File: src/rtl/instr_encoder_if.sv
// Request/response bundle for the instruction encoder.
// master: producer of field sets and consumer of encoded words.
// slave: the encoder itself.
interface instr_encoder_if;
  logic        in_valid;
  logic        in_ready;
  logic [2:0]  in_fmt;
  logic [6:0]  in_opcode;
  logic [4:0]  in_rd;
  logic [4:0]  in_rs1;
  logic [4:0]  in_rs2;
  logic [2:0]  in_funct3;
  logic [6:0]  in_funct7;
  logic [31:0] in_imm;
  logic        out_valid;
  logic        out_ready;
  logic [31:0] out_instr;
  logic        out_error;
  logic [15:0] encoded_count;
  logic [7:0]  error_count;

  modport master (
    output in_valid, in_fmt, in_opcode, in_rd, in_rs1, in_rs2,
           in_funct3, in_funct7, in_imm, out_ready,
    input  in_ready, out_valid, out_instr, out_error,
           encoded_count, error_count
  );

  modport slave (
    input  in_valid, in_fmt, in_opcode, in_rd, in_rs1, in_rs2,
           in_funct3, in_funct7, in_imm, out_ready,
    output in_ready, out_valid, out_instr, out_error,
           encoded_count, error_count
  );
endinterface

File: src/rtl/instr_encoder.sv
// Packs RISC-V style field sets into 32-bit words, flagging range/format errors.
// Latency 1 cycle from accept to out_valid through a 2-entry output FIFO.
// in_ready depends on FIFO occupancy only; words hold at the head until out_ready.
module instr_encoder (
  input  logic            clk,
  input  logic            rst,
  instr_encoder_if.slave  bus
);

  typedef struct packed {
    logic        err;
    logic [31:0] instr;
  } word_t;

  localparam logic [31:0] NOP_WORD = 32'h0000_0013;

  word_t       enc_word;
  word_t       mem_q [2];
  word_t       mem_d [2];
  logic        rd_ptr_q, rd_ptr_d;
  logic        wr_ptr_q, wr_ptr_d;
  logic [1:0]  occ_q, occ_d;
  logic [15:0] enc_cnt_q, enc_cnt_d;
  logic [7:0]  err_cnt_q, err_cnt_d;

  logic        push;
  logic        pop;
  logic        i_rng_ok;
  logic        b_rng_ok;
  logic        j_rng_ok;
  logic        is_shift;
  logic [31:0] imm;
  word_t       head;

  assign imm      = bus.in_imm;
  assign i_rng_ok = (&imm[31:11]) | ~(|imm[31:11]);
  assign b_rng_ok = (&imm[31:12]) | ~(|imm[31:12]);
  assign j_rng_ok = (&imm[31:20]) | ~(|imm[31:20]);
  assign is_shift = (bus.in_opcode == 7'b0010011) &&
                    ((bus.in_funct3 == 3'b001) || (bus.in_funct3 == 3'b101));

  // Combinational field packing and error detection for the incoming request.
  always_comb begin
    enc_word = '0;
    case (bus.in_fmt)
      3'b000: begin
        enc_word.instr = {bus.in_funct7, bus.in_rs2, bus.in_rs1, bus.in_funct3,
                          bus.in_rd, bus.in_opcode};
        enc_word.err   = 1'b0;
      end
      3'b001: begin
        if (is_shift) begin
          enc_word.instr = {bus.in_funct7, imm[4:0], bus.in_rs1, bus.in_funct3,
                            bus.in_rd, bus.in_opcode};
          enc_word.err   = |imm[31:5];
        end else begin
          enc_word.instr = {imm[11:0], bus.in_rs1, bus.in_funct3,
                            bus.in_rd, bus.in_opcode};
          enc_word.err   = ~i_rng_ok;
        end
      end
      3'b010: begin
        enc_word.instr = {imm[11:5], bus.in_rs2, bus.in_rs1, bus.in_funct3,
                          imm[4:0], bus.in_opcode};
        enc_word.err   = ~i_rng_ok;
      end
      3'b011: begin
        enc_word.instr = {imm[12], imm[10:5], bus.in_rs2, bus.in_rs1, bus.in_funct3,
                          imm[4:1], imm[11], bus.in_opcode};
        enc_word.err   = ~b_rng_ok | imm[0];
      end
      3'b100: begin
        enc_word.instr = {imm[31:12], bus.in_rd, bus.in_opcode};
        enc_word.err   = |imm[11:0];
      end
      3'b101: begin
        enc_word.instr = {imm[20], imm[10:1], imm[11], imm[19:12],
                          bus.in_rd, bus.in_opcode};
        enc_word.err   = ~j_rng_ok | imm[0];
      end
      default: begin
        // Unknown format: emit a harmless NOP so downstream never sees garbage.
        enc_word.instr = NOP_WORD;
        enc_word.err   = 1'b1;
      end
    endcase
  end

  // Handshakes: ready is blocked during reset so a coincident request is never taken.
  assign bus.in_ready  = (occ_q != 2'd2) && !rst;
  assign bus.out_valid = (occ_q != 2'd0);
  assign push          = bus.in_valid && bus.in_ready;
  assign pop           = bus.out_valid && bus.out_ready;
  assign head          = mem_q[rd_ptr_q];

  assign bus.out_instr     = bus.out_valid ? head.instr : 32'h0;
  assign bus.out_error     = bus.out_valid ? head.err   : 1'b0;
  assign bus.encoded_count = enc_cnt_q;
  assign bus.error_count   = err_cnt_q;

  // Next-state for FIFO storage, pointers, occupancy and delivery counters.
  always_comb begin
    mem_d     = mem_q;
    rd_ptr_d  = rd_ptr_q;
    wr_ptr_d  = wr_ptr_q;
    occ_d     = occ_q;
    enc_cnt_d = enc_cnt_q;
    err_cnt_d = err_cnt_q;

    if (push) begin
      mem_d[wr_ptr_q] = enc_word;
      wr_ptr_d        = ~wr_ptr_q;
    end
    if (pop) begin
      rd_ptr_d  = ~rd_ptr_q;
      enc_cnt_d = enc_cnt_q + 16'd1;
      if (head.err && (err_cnt_q != 8'hFF)) begin
        err_cnt_d = err_cnt_q + 8'd1;
      end
    end
    case ({push, pop})
      2'b10:   occ_d = occ_q + 2'd1;
      2'b01:   occ_d = occ_q - 2'd1;
      default: occ_d = occ_q;
    endcase
  end

  // State registers; reset discards buffered words and clears the counters.
  always_ff @(posedge clk) begin
    if (rst) begin
      mem_q[0]  <= '0;
      mem_q[1]  <= '0;
      rd_ptr_q  <= 1'b0;
      wr_ptr_q  <= 1'b0;
      occ_q     <= 2'd0;
      enc_cnt_q <= 16'd0;
      err_cnt_q <= 8'd0;
    end else begin
      mem_q     <= mem_d;
      rd_ptr_q  <= rd_ptr_d;
      wr_ptr_q  <= wr_ptr_d;
      occ_q     <= occ_d;
      enc_cnt_q <= enc_cnt_d;
      err_cnt_q <= err_cnt_d;
    end
  end

endmodule

File: src/flat_wrapper.sv
// flat-port wrapper written by rule: the top's interface ports become plain ports
module instr_encoder_flat 
  (clk, rst, bus_in_valid, bus_in_fmt, bus_in_opcode, bus_in_rd, bus_in_rs1, bus_in_rs2, bus_in_funct3, bus_in_funct7, bus_in_imm, bus_out_ready, bus_in_ready, bus_out_valid, bus_out_instr, bus_out_error, bus_encoded_count, bus_error_count);
  instr_encoder_if bus_i ();
  input  logic clk;
  input  logic rst;
  input wire logic [$bits(bus_i.in_valid)-1:0] bus_in_valid;
  input wire logic [$bits(bus_i.in_fmt)-1:0] bus_in_fmt;
  input wire logic [$bits(bus_i.in_opcode)-1:0] bus_in_opcode;
  input wire logic [$bits(bus_i.in_rd)-1:0] bus_in_rd;
  input wire logic [$bits(bus_i.in_rs1)-1:0] bus_in_rs1;
  input wire logic [$bits(bus_i.in_rs2)-1:0] bus_in_rs2;
  input wire logic [$bits(bus_i.in_funct3)-1:0] bus_in_funct3;
  input wire logic [$bits(bus_i.in_funct7)-1:0] bus_in_funct7;
  input wire logic [$bits(bus_i.in_imm)-1:0] bus_in_imm;
  input wire logic [$bits(bus_i.out_ready)-1:0] bus_out_ready;
  output wire logic [$bits(bus_i.in_ready)-1:0] bus_in_ready;
  output wire logic [$bits(bus_i.out_valid)-1:0] bus_out_valid;
  output wire logic [$bits(bus_i.out_instr)-1:0] bus_out_instr;
  output wire logic [$bits(bus_i.out_error)-1:0] bus_out_error;
  output wire logic [$bits(bus_i.encoded_count)-1:0] bus_encoded_count;
  output wire logic [$bits(bus_i.error_count)-1:0] bus_error_count;
  assign bus_i.in_valid = bus_in_valid;
  assign bus_i.in_fmt = bus_in_fmt;
  assign bus_i.in_opcode = bus_in_opcode;
  assign bus_i.in_rd = bus_in_rd;
  assign bus_i.in_rs1 = bus_in_rs1;
  assign bus_i.in_rs2 = bus_in_rs2;
  assign bus_i.in_funct3 = bus_in_funct3;
  assign bus_i.in_funct7 = bus_in_funct7;
  assign bus_i.in_imm = bus_in_imm;
  assign bus_i.out_ready = bus_out_ready;
  assign bus_in_ready = bus_i.in_ready;
  assign bus_out_valid = bus_i.out_valid;
  assign bus_out_instr = bus_i.out_instr;
  assign bus_out_error = bus_i.out_error;
  assign bus_encoded_count = bus_i.encoded_count;
  assign bus_error_count = bus_i.error_count;
  instr_encoder u_core (.clk(clk), .rst(rst), .bus(bus_i));
endmodule
File: config.mk
export PLATFORM = sky130hd
export DESIGN_NAME = instr_encoder_flat
export DESIGN_NICKNAME = d
export VERILOG_FILES = /design/src/rtl/instr_encoder_if.sv /design/src/rtl/instr_encoder.sv /design/src/flat_wrapper.sv
export SDC_FILE = /design/constraint.sdc
export NUM_CORES = 1
export LEC_CHECK = 0
export ABC_AREA = 1
export CORE_ASPECT_RATIO = 0.5
export CORE_MARGIN = 3
export CORE_UTILIZATION = 25
export DETAILED_ROUTE_END_ITERATION = 10
export PLACE_DENSITY = 0.53
export RECOVER_POWER = 100
export SKIP_CTS_REPAIR_TIMING = 1
export SLEW_MARGIN = 20
export SYNTH_ARGS = -nofsm -noshare
export SYNTH_HDL_FRONTEND = slang
export SYNTH_SLANG_ARGS = --single-unit
File: constraint.sdc
create_clock -name clk -period 3.5 [get_ports clk]
set_input_delay 0.525 -clock clk [delete_from_list [all_inputs] [get_ports clk]]
set_output_delay 0.525 -clock clk [all_outputs]
set_load 0.01 [all_outputs]
After elaboration in Yosys (flattened, before gate mapping)
Cells that the tools add are included.

operators by class
  add/sub/neg operators = 4
  order comparisons = 3
  equality and inequality tests = 12
  multiplexer cells = 11
  bitwise operators = 15
  reduce and logical (&&, ||, !) cells = 20

operator list
  kind                                                             number
  33-bit case mux with 6 select lines                              1
  33-bit 2-to-1 mux                                                5
  66-bit bitwise mux                                               1
  33-bit demux with 1-bit select                                   1
  32-bit 2-to-1 mux                                                1
  27-bit OR reduction                                              1
  12-bit OR reduction                                              2
  21-bit AND reduction                                             1
  21-bit OR reduction                                              1
  20-bit AND reduction                                             1
  20-bit OR reduction                                              1
  16-bit by 1-bit adder with 16-bit output, second input constant  1
  12-bit AND reduction                                             1
  3-bit == test, second input constant                             3
  8-bit by 1-bit adder with 8-bit output, second input constant    1
  8-bit inequality test, second input constant                     1
  1-bit inverter                                                   8
  7-bit by 5-bit == test with 1-bit output, second input constant  1
  3-bit by 1-bit == test with 1-bit output, second input constant  2
  3-bit by 2-bit == test with 1-bit output, second input constant  2
  1-bit logical AND                                                6
  1-bit bitwise OR                                                 5
  2-bit >= comparator, second input constant                       2
  1-bit inverter with 2-bit output                                 2
  13 further kinds                                                 14

storage, ports and cells
  flip-flop bits (word level) = 94
  input bits = 71
  output and inout bits = 59
  word-level logic and storage cells = 74

Longest topological paths before layout
Gate-level depths: netlist of the first run.

  depth in word-level cells = 7
  depth in mapped cells = 12
  depth with buffers taken out = 12

Worst setup path after synthesis of the first run
Ideal clock, no wire load.

  path type = reg2out
  start point = reg u_core.occ_q[0]
  end point = out bus_out_instr[15]
  arrival time = 1,203 ps
  data required time = 2,975 ps
  setup slack = 1,772 ps
  cell stages (with the launch flop) = 6
  path buffers = 1
  cell sequence = dfxtp_1 inv_2 nand2_4 clkbuf_1 o21ai_0 a21oi_1

between the ends
  word-level cells in the longest chain between the ends = 2

ends and longest elaborated chain
  item                      line                  source
  start: declaration        instr_encoder.sv:22   logic [1:0] occ_q, occ_d;
  start signal: assignment  instr_encoder.sv:135  occ_q <= 2'd0;
  start signal: assignment  instr_encoder.sv:142  occ_q <= occ_d;
  2-bit nonzero test        instr_encoder.sv:91   assign bus.out_valid = (occ_q != 2'd0);
  via bus_out_valid         flat_wrapper.sv:18    output wire logic [$bits(bus_i.out_valid)-1:0] bus_out_valid;
  32-bit 2-to-1 mux         instr_encoder.sv:96   assign bus.out_instr = bus.out_valid ? head.instr : 32'h0;
  end: declaration          flat_wrapper.sv:19    output wire logic [$bits(bus_i.out_instr)-1:0] bus_out_instr;

The timed path passes the listed nets, and every way through them passes these cells.

Worst setup path after layout of the first run
  start point = in rst
  end point = reg u_core.mem_q[39] (netlist name)

between the ends
  word-level cells in the longest chain between the ends = 3

ends and longest elaborated chain
  item                    line                  source
  start: declaration      flat_wrapper.sv:6     input logic rst;
  1-bit logical NOT       instr_encoder.sv:90   assign bus.in_ready = (occ_q != 2'd2) && !rst;
  1-bit logical AND       instr_encoder.sv:90
  1-bit logical AND       instr_encoder.sv:92   assign push = bus.in_valid && bus.in_ready;
  end signal: assignment  instr_encoder.sv:139  mem_q <= mem_d;
  end: declaration        instr_encoder.sv:18   word_t mem_q [2];

Parallel ways exist; a longest one is shown, timed or not.
A chain may end at the register's enable or synchronous reset.

==> metrics.txt, run 1 <==
sequential share of the synthesized area 36.5%; data required time at the worst endpoint between 3 and 4 ns; vias in the first global route about 5000; Yosys Warn Count 0; syn avg cell area between 6 and 7 um2; cells after synthesis ~770; CP peak stage delay 0.91 ns; # rows 36; Buffers on Ports 129; latest clock arrival within the worst-skew pair 0.34 ns; combinational family with the most area after synthesis simple AND/OR/NAND/NOR gates; post-route clock period utilization 84.3%; crit path launch rst; crit path DAT about 3.2 ns; DRT Wirelength 17500 um; register area ~1900 um2; Antenna diodes 0; Post-Synth XOR/XNOR Area 0.170%; Startpoint Class input pin; post-route cell area 6850 um2; Finished Core Util between 30 and 40%; drt wl/cell 15.1 um; min-delay worst type flop to flop; status completed; initial antenna violation count 0; I/O Pins 130; Clock Skew approximately 0.0076 ns; Max Fclk around 340 MHz; kind of critical path input pin to flop; worst slew pin tran 1.18 ns; Yosys reg bits 94; R2R Path Start u_core.occ_q[0]; Initial Util a little over a quarter; # DRC 0; area post-placement 6670 um2; post-synthesis mux area share 0%; drt first pass iters 6; first-pass GRT wire length 27700 um; clock buffer count from CTS 9; GRT met2 Usage 24.8%; commonest cells after routing, fill and taps aside nand2_1, o21ai_0, a21oi_1, inv_1, dfxtp_1; Total GRT Usage 15.4%; nets@finish 960; Die Y between 100 and 150 um; largest net degree at the start of global routing 65; CTS tree yes; DRT antenna net count 0; fraction of layout cells with a size suffix above 1 4.94%; min cycle time layout approximately 3.0 ns; worst path cell trace dlygate4sd3_1, a21oi_1, nand2_4, nor2_2, inv_2, o21ai_0, a21oi_1; LEAKAGE 2.91 nW; Top FF cell, synth dfxtp_1; worst-case vdd ir drop 0.000278 V; DIE WIDTH 209 um; post-synthesis cell area 5150 um2; Rel. slew slack approximately a fifth; critical path's slowest cell nor2_2; Top cell by count, worst path a21oi_1; RSZ-0062 raised after global routing no; total gr overflow 0; grt met3 use 3.00%; H-tree levels 3; Area Overhead vs Synth 32.9%; Synth Area in Adders less than 1%; Via-to-Cell Ratio ~4.7; Mapped Nets 848; Async SR Flop Fraction 0%; Max FO, Critical Path 27; complex-gate fraction of the synthesized area 25.7%; area of the multi-input gates approximately 2600 um2; clk sinks 94; CTS max path bufs 2; final hold viol count 0; hold_sp u_core.mem_q[14]; Filler cells 2152; First DRT Iteration DRCs 372; Synth Area in Simple Gates a little over a quarter; Cell Count, Final, Fillers Out 1157; Core ar. ~20000 um2; setup_tns 0 ns; DIE AREA 22500 um2; leading cell type in the layout, fill and taps excluded nand2_1; Finish-stage setup viols 0; Final Wtd Congestion about 0.88; via count 5458; Max Cap Viol 0; placed wire-length estimate 13300 um; placed insts roughly 1100; Power Dens Cells 396 nW/um2; clock root buffer clkbuf_16; GRT Max-Usage Layer met2; distinct cell type count after synthesis 38; Final Power 2.72 mW; number of synthesized flops with an enable pin 0; kind of end point of the critical path flop; Max Slew Vio Count 0; grt met1 use 21.4%; clock-pin slew on the worst setup and hold paths 0.07 ns
==> worst max-delay path: cells and delay by family <==
family | cells | cell delay, ns
buffers and inverters | 2 | 1.01
AO/OA/AOI/OAI | 3 | 0.59
AND/OR/NAND/NOR | 2 | 1.04
==> flip-flops by register name (all words and copies together), names as in the netlist <==
| name | cells |
|---|---|
| u_core.bus.encoded_count | 16 |
| u_core.bus.error_count | 8 |
| u_core.wr_ptr_q | 1 |
| u_core.occ_q | 2 |
| u_core.rd_ptr_q | 1 |
| u_core.mem_q | 66 |
==> cell families after synthesis <==
kind of cell               Yosys count
adders and majority gates            3
DFF                                 94
buffers and inverters              138
and+or+nand+nor                    292
AOI/OAI and AO/OA                  246
xor gates and xnor gates             1
==> synthesized netlist by cell type (4+ instances only) <==
master    number  share of area [%]
a21oi_1      101                9.8
a221oi_1       5               0.85
a31oi_1        5               0.61
buf_2          8               0.78
clkbuf_1      18                1.3
dfxtp_1       94                 37
inv_1         98                7.1
inv_2          7               0.51
nand2_1      141                 10
nand2_4        4               0.87
nand3_1       30                2.9
nand4_1        9                1.1
nor2_1        83                6.0
nor2_2         4               0.49
nor2_4         4               0.87
nor2_8         4                1.6
o211ai_1       4               0.58
o21a_1         5               0.73
o21ai_0       89                8.6
o21ai_1       20                1.9
o21bai_1       6               0.87
o22ai_1        5               0.61
==> cell type report <==
| cell class | instances | share of cell area (%) |
|---|---|---|
| inverter | 105 | 5.75 |
| clock buffer | 9 | 3.29 |
| sequential | 94 | 27.5 |
| clock inverter | 7 | 0.968 |
| timing repair buffer | 134 | 19.4 |
| tap | 266 | 4.86 |
| multi-input combinational | 542 | 38.3 |
==> power by group <==
group | switching [mW] | internal, mW | total (mW)
Clock | 0.453 | 0.497 | 0.949
Sequential | 0.0316 | 1.13 | 1.16
Combinational | 0.370 | 0.238 | 0.608
Total | 0.854 | 1.86 | 2.72
==> per-stage QoR <==
| stage | worst slack, ns | hold WS (ns) |
|---|---|---|
| global route | 0.334 | 0.472 |
| detailed placement | 0.844 | 0.444 |
| global placement | 0.869 | 0.438 |
| finish | 0.548 | 0.454 |
| floorplan | 1.77 | 0.430 |
| CTS | 0.704 | 0.455 |
==> routing by layer <==
layer / vias up / share of wire, %
li1: 2768 / -
met1: 2527 / 48
met2: 147 / 45
met3: 16 / 5.1
met4: 0 / 1.0
met5: - / 0
==> final timing paths <==
check	to	slack, ns	depth (start not counted)
worst max register to register	u_core.mem_q[39]	0.74	7
worst min register to register	u_core.mem_q[14]	0.45	2
worst min-delay path	u_core.mem_q[14]	0.45	2
worst max-delay path	u_core.mem_q[39]	0.55	7
Note: power is estimated with default switching activity, not from simulation.
==> inputs of run 2 (changes only) <==
Settings changed: PLACE_DENSITY 0.53 to 0.55.
Clock period 3.5 ns to 2.5 ns, I/O delays scaled along.
==> metrics.txt, run 2 (synthesized netlist as in run 1, its figures left out) <==
H-tree levels 3 (unchanged); Max FO, Critical Path 28 (+3.7%); crit path DAT 1.97 ns (-1.20 ns); I/O Pins 130 (unchanged); WHS 0.454 ns (-0.000466 ns); Max Cap Viol 0 (unchanged); via count 5378 (-1.5%); worst-case vdd ir drop 0.000325 V (+17%); kind of critical path flop to output port; clock root buffer clkbuf_16; drt wl/cell 14.5 um (-4.0%); Power Dens Cells 571 nW/um2 (+44%); total gr overflow 0 (unchanged); Startpoint Class flop; worst slew pin tran 0.749 ns (-0.431 ns); leading cell type in the layout, fill and taps excluded nand2_1; CTS tree yes; Levels on crit path 4 (-3); DIE WIDTH 209 um (unchanged); Finished Core Util 35.5% (+0.96 points); vias in the first global route 5116 (+0.35%); Finish-stage setup viols 0 (unchanged); data required time at the worst endpoint 2.12 ns (-1.59 ns); Largest register FFs 66 (unchanged); Max Fclk 426 MHz; Hold Path Stages 2 (unchanged); Initial Util 26.0% (unchanged); Cell Count, Final, Fillers Out 1171 (+1.2%); Via-to-Cell Ratio 4.59 (-2.6%); fraction of layout cells with a size suffix above 1 6.96% (+2.0 points); RSZ-0062 raised after global routing no; Die Y 108 um (unchanged); Buffers on Ports 129 (unchanged); placed wire-length estimate 13100 um (-0.95%); DIE AREA 22500 um2 (unchanged); largest net degree at the start of global routing 75 (+15%); drt first pass iters 6 (unchanged); setup_tns 0 ns (unchanged); # DRC 0 (unchanged); CP peak stage delay 0.68 ns (-0.23 ns); status completed; CTS max path bufs 2 (unchanged); latest clock arrival within the worst-skew pair 0.33 ns (about the same); Rel. slew slack 50.0% (+29 points); commonest cells after routing, fill and taps aside nand2_1, o21ai_0, a21oi_1, inv_1, dfxtp_1; nets@finish 974 (+1.5%); initial antenna violation count 0 (unchanged); clk sinks 94 (unchanged); DRT antenna net count 0 (unchanged); Clock Skew 0.00994 ns (+0.00236 ns); Final Wtd Congestion 0.877 (about the same); Core ar. 19800 um2 (unchanged); post-route clock period utilization 93.8%; Antenna diodes 0 (unchanged); # rows 36 (unchanged); clock buffer count from CTS 9 (unchanged); Max Slew Vio Count 0 (unchanged); placed insts 1155 (+1.2%); critical path's slowest cell dlygate4sd3_1; final hold viol count 0 (unchanged); first-pass GRT wire length 27200 um (-1.7%); kind of end point of the critical path output port; First DRT Iteration DRCs 376 (+1.1%); kind of cell adding the most delay to the critical path buffers and inverters; DRT Wirelength 17000 um (-2.8%); min-delay worst type flop to flop; Biggest register u_core.mem_q; Total GRT Usage 15.1% (-0.28 points); worst path cell trace buf_12, o21ai_0, a21oi_1, dlygate4sd3_1; LEAKAGE 2.94 nW (+0.80%); Area Overhead vs Synth 36.6%; worst r2r path cells 7 (unchanged); Critical path buffers and inverters 2 (unchanged); clock-pin slew on the worst setup and hold paths 0.07 ns (about the same); min cycle time layout approximately 2.3 ns
==> run 2: final timing paths <==
check	startpoint	endpoint	slack, ns
max reg2reg	u_core.occ_q[0]	u_core.mem_q[39]	0.35
max	u_core.rd_ptr_q	bus_out_instr[8]	0.15
min	u_core.mem_q[10]	u_core.mem_q[10]	0.45
min reg2reg	u_core.mem_q[10]	u_core.mem_q[10]	0.45
==> run 2: metal layers <==
metal	GRT usage, %	wire, um	up-vias
met4	3.44	157	0
met3	2.53	610	12
met5	0	0	-
met1	20.4	8360	2467
met2	25.2	7870	101
li1	-	-	2798
==> run 2: metrics by stage <==
stage / power [mW] / setup WS [ns] / cell area [um2]
after CTS: 4.10 / -0.0316 / 7120
after detailed placement: 2.58 / 0.101 / 6790
after global routing: 4.23 / 0.0181 / 7040
final: 4.02 / 0.155 / 7040
after global placement: 2.58 / 0.0409 / 6790
after floorplan: 2.13 / 0.812 / 5150
==> run 2: layout make-up <==
| class | instances | area, um2 |
|---|---|---|
| tap | 266 | 333 |
| clock inverter | 6 | 91.3 |
| multi-input combinational | 542 | 2660 |
| timing repair buffer | 148 | 1440 |
| inverter | 105 | 394 |
| sequential | 94 | 1880 |
| clock buffer | 10 | 239 |
| fill | 2126 | 12800 |
==> run 2: power breakdown <==
| group | switching, mW | leakage, nW | internal (mW) |
|---|---|---|---|
| logic | 0.509 | 2.01 | 0.375 |
| registers | 0.0563 | 0.765 | 1.58 |
| clock network | 0.590 | 0.163 | 0.911 |
| total | 1.15 | 2.94 | 2.86 |
==> run 2: worst register-to-register path: stages, from the launching register on <==
cell	delay, ns
dfxtp_2	0.38
inv_2	0.10
a21oi_2	0.19
nand2_4	0.12
nor2_4	0.39
inv_1	0.48
o21ai_0	0.30
a21oi_1	0.06
==> inputs of run 3 (changes only) <==
Settings changed: SKIP_CTS_REPAIR_TIMING 1 to not set, TNS_END_PERCENT set to 5.
==> metrics.txt, run 3 (synthesized netlist as in run 1, its figures left out) <==
clock-pin slew on the worst setup and hold paths 0.07 ns (about the same); kind of cell adding the most delay to the critical path simple AND/OR/NAND/NOR gates; First DRT Iteration DRCs 373 (-0.80%); initial antenna violation count 0 (unchanged); Rel. slew slack 50.0% (-0.065 points); CP endpoint u_core.mem_q[65]; worst-case vdd ir drop 0.000324 V (-0.29%); Max Cap Viol 0 (unchanged); Filler cells 2126 (unchanged); Reg2Reg Setup Slack 0.35 ns (about the same); RSZ-0062 raised after global routing no; DRT Wirelength 17000 um (+0.17%); first-pass GRT wire length 27200 um (unchanged); Critical path buffers and inverters 3 (+1); number of setup buffers added after CTS 0; CTS max path bufs 2 (unchanged); data required time at the worst endpoint 2.78 ns (+0.66 ns); Buffers on Ports 129 (unchanged); Finish-stage setup viols 0 (unchanged); H-tree levels 3 (unchanged); setup_tns 0 ns (unchanged); R2R Path Start u_core.occ_q[0]; Biggest register u_core.mem_q; drt first pass iters 5 (-1); area post-placement 6790 um2 (unchanged); CP peak stage delay 0.66 ns (-0.02 ns); vias in the first global route 5116 (unchanged); min-delay worst type flop to flop; Max Slew Vio Count 0 (unchanged); CTS tree yes; Die Y 108 um (unchanged); placed wire-length estimate 13100 um (unchanged); cts hold-fix bufs 0; Startpoint Class input pin; Max Fclk 424 MHz (-0.64%); kind of end point of the critical path flop; drt wl/cell 14.5 um (+0.17%); post-layout worst setup margin 0.139 ns (-0.0151 ns); clk sinks 94 (unchanged); Top cell by count, worst path nand2_1; post-route cell area 7040 um2 (unchanged); DIE WIDTH 209 um (unchanged); commonest cells after routing, fill and taps aside nand2_1, o21ai_0, a21oi_1, inv_1, dfxtp_1; LEAKAGE 2.94 nW (+0.22%); largest net degree at the start of global routing 75 (unchanged); min cycle time layout 2.36 ns (+0.0151 ns); area of the multi-input gates 2660 um2 (unchanged); Largest register FFs 66 (unchanged); worst r2r dst u_core.mem_q[39]; crit path launch bus_in_fmt[0]; crit path DAT 2.64 ns (+0.67 ns); total gr overflow 0 (unchanged); fraction of layout cells with a size suffix above 1 6.96% (unchanged); worst slew pin tran 0.750 ns (+0.000977 ns); Clock Skew 0.00985 ns (-0.0000880 ns); DIE AREA 22500 um2 (unchanged); Max FO, Critical Path 5 (-82%); latest clock arrival within the worst-skew pair 0.33 ns (about the same); final hold viol count 0 (unchanged); Initial Util 26.0% (unchanged); nets@finish 974 (unchanged); # rows 36 (unchanged); leading cell type in the layout, fill and taps excluded nand2_1; Antenna diodes 0 (unchanged); kind of critical path input pin to flop; status completed; Levels on crit path 11 (+7); Core ar. 19800 um2 (unchanged); # DRC 0 (unchanged); register area 1880 um2 (unchanged); post_cts resized 2; I/O Pins 130 (unchanged); Power Dens Cells 570 nW/um2 (about the same); via count 5416 (+0.71%); DRT antenna net count 0 (unchanged); Place WS 0.101 ns (unchanged); worst r2r path cells 7 (unchanged); Total GRT Usage 15.1% (unchanged); post-route clock period utilization 94.4% (+0.60 points); critical path's slowest cell dlygate4sd3_1; Final Wtd Congestion 0.877 (unchanged); clock buffer count from CTS 9 (unchanged); Area Overhead vs Synth 36.6% (unchanged); clock root buffer clkbuf_16; Via-to-Cell Ratio 4.63 (+0.71%); worst path cell trace dlygate4sd3_1, inv_1, nor2_2, nand2_1, nor3_1, o21ai_1, nand2_1, a21oi_1, nand3_1, nand2_1, inv_1
-- run 3: cell count changes in the layout (fill, tap and decap cells not counted), sizes merged --
cell / previous run / this run
clkdlybuf4s50: 85 / 83
dlygate4sd3: 44 / 46
-- run 3: worst min-delay path by stage --
stage,start,endpoint,slack (ns),cells after the start
after global placement,u_core.mem_q[0],u_core.mem_q[0],0.44,2
after global routing,u_core.mem_q[38],u_core.mem_q[38],0.47,2
after floorplan,u_core.mem_q[11],u_core.mem_q[11],0.43,2
final,u_core.mem_q[10],u_core.mem_q[10],0.45,2
after CTS,u_core.mem_q[12],u_core.mem_q[12],0.46,2
after detailed placement,u_core.mem_q[12],u_core.mem_q[12],0.45,2
-- run 3: final cells by class --
| cell class | count | area share, % |
|---|---|---|
| Clock buffer | 10 | 3.39 |
| Clock inverter | 6 | 1.30 |
| Inverter | 105 | 5.60 |
| Multi-Input combinational cell | 542 | 37.8 |
| Sequential cell | 94 | 26.8 |
| Tap cell | 266 | 4.73 |
| Timing Repair Buffer | 148 | 20.5 |
-- run 3: through the flow --
step	cells	power, mW	utilization (%)	hold slack [ns]
global route	1171	4.23	35.5	0.474
detailed placement	1155	2.58	34.3	0.447
global placement	1155	2.58	34.3	0.438
CTS	1171	4.11	36.0	0.456
finish	1171	4.02	35.5	0.454
floorplan	774	2.13	-	0.430
-- run 3: power breakdown --
part	leakage (nW)	total, mW	internal [mW]	switching [mW]
Combinational	2.01	0.881	0.373	0.508
Sequential	0.765	1.64	1.58	0.0562
Clock	0.163	1.50	0.911	0.588
-- run 3: per-layer routing --
metal / share of wire, % / global-route usage [%] / vias to the layer above / routed length [um]
li1: - / - / 2804 / -
met1: 49 / 20.4 / 2501 / 8310
met2: 46 / 25.2 / 99 / 7880
met3: 3.9 / 2.53 / 12 / 671
met4: 0.92 / 3.44 / 0 / 157
met5: 0 / 0 / - / 0
-- run 3: worst reg2reg max path: cells and delay by family, from the launching register on --
| kind | cells | cell delay, ns |
|---|---|---|
| buffers and inverters | 2 | 0.57 |
| AOI/OAI and AO/OA | 3 | 0.55 |
| and+or+nand+nor | 2 | 0.51 |
| DFF | 1 | 0.38 |
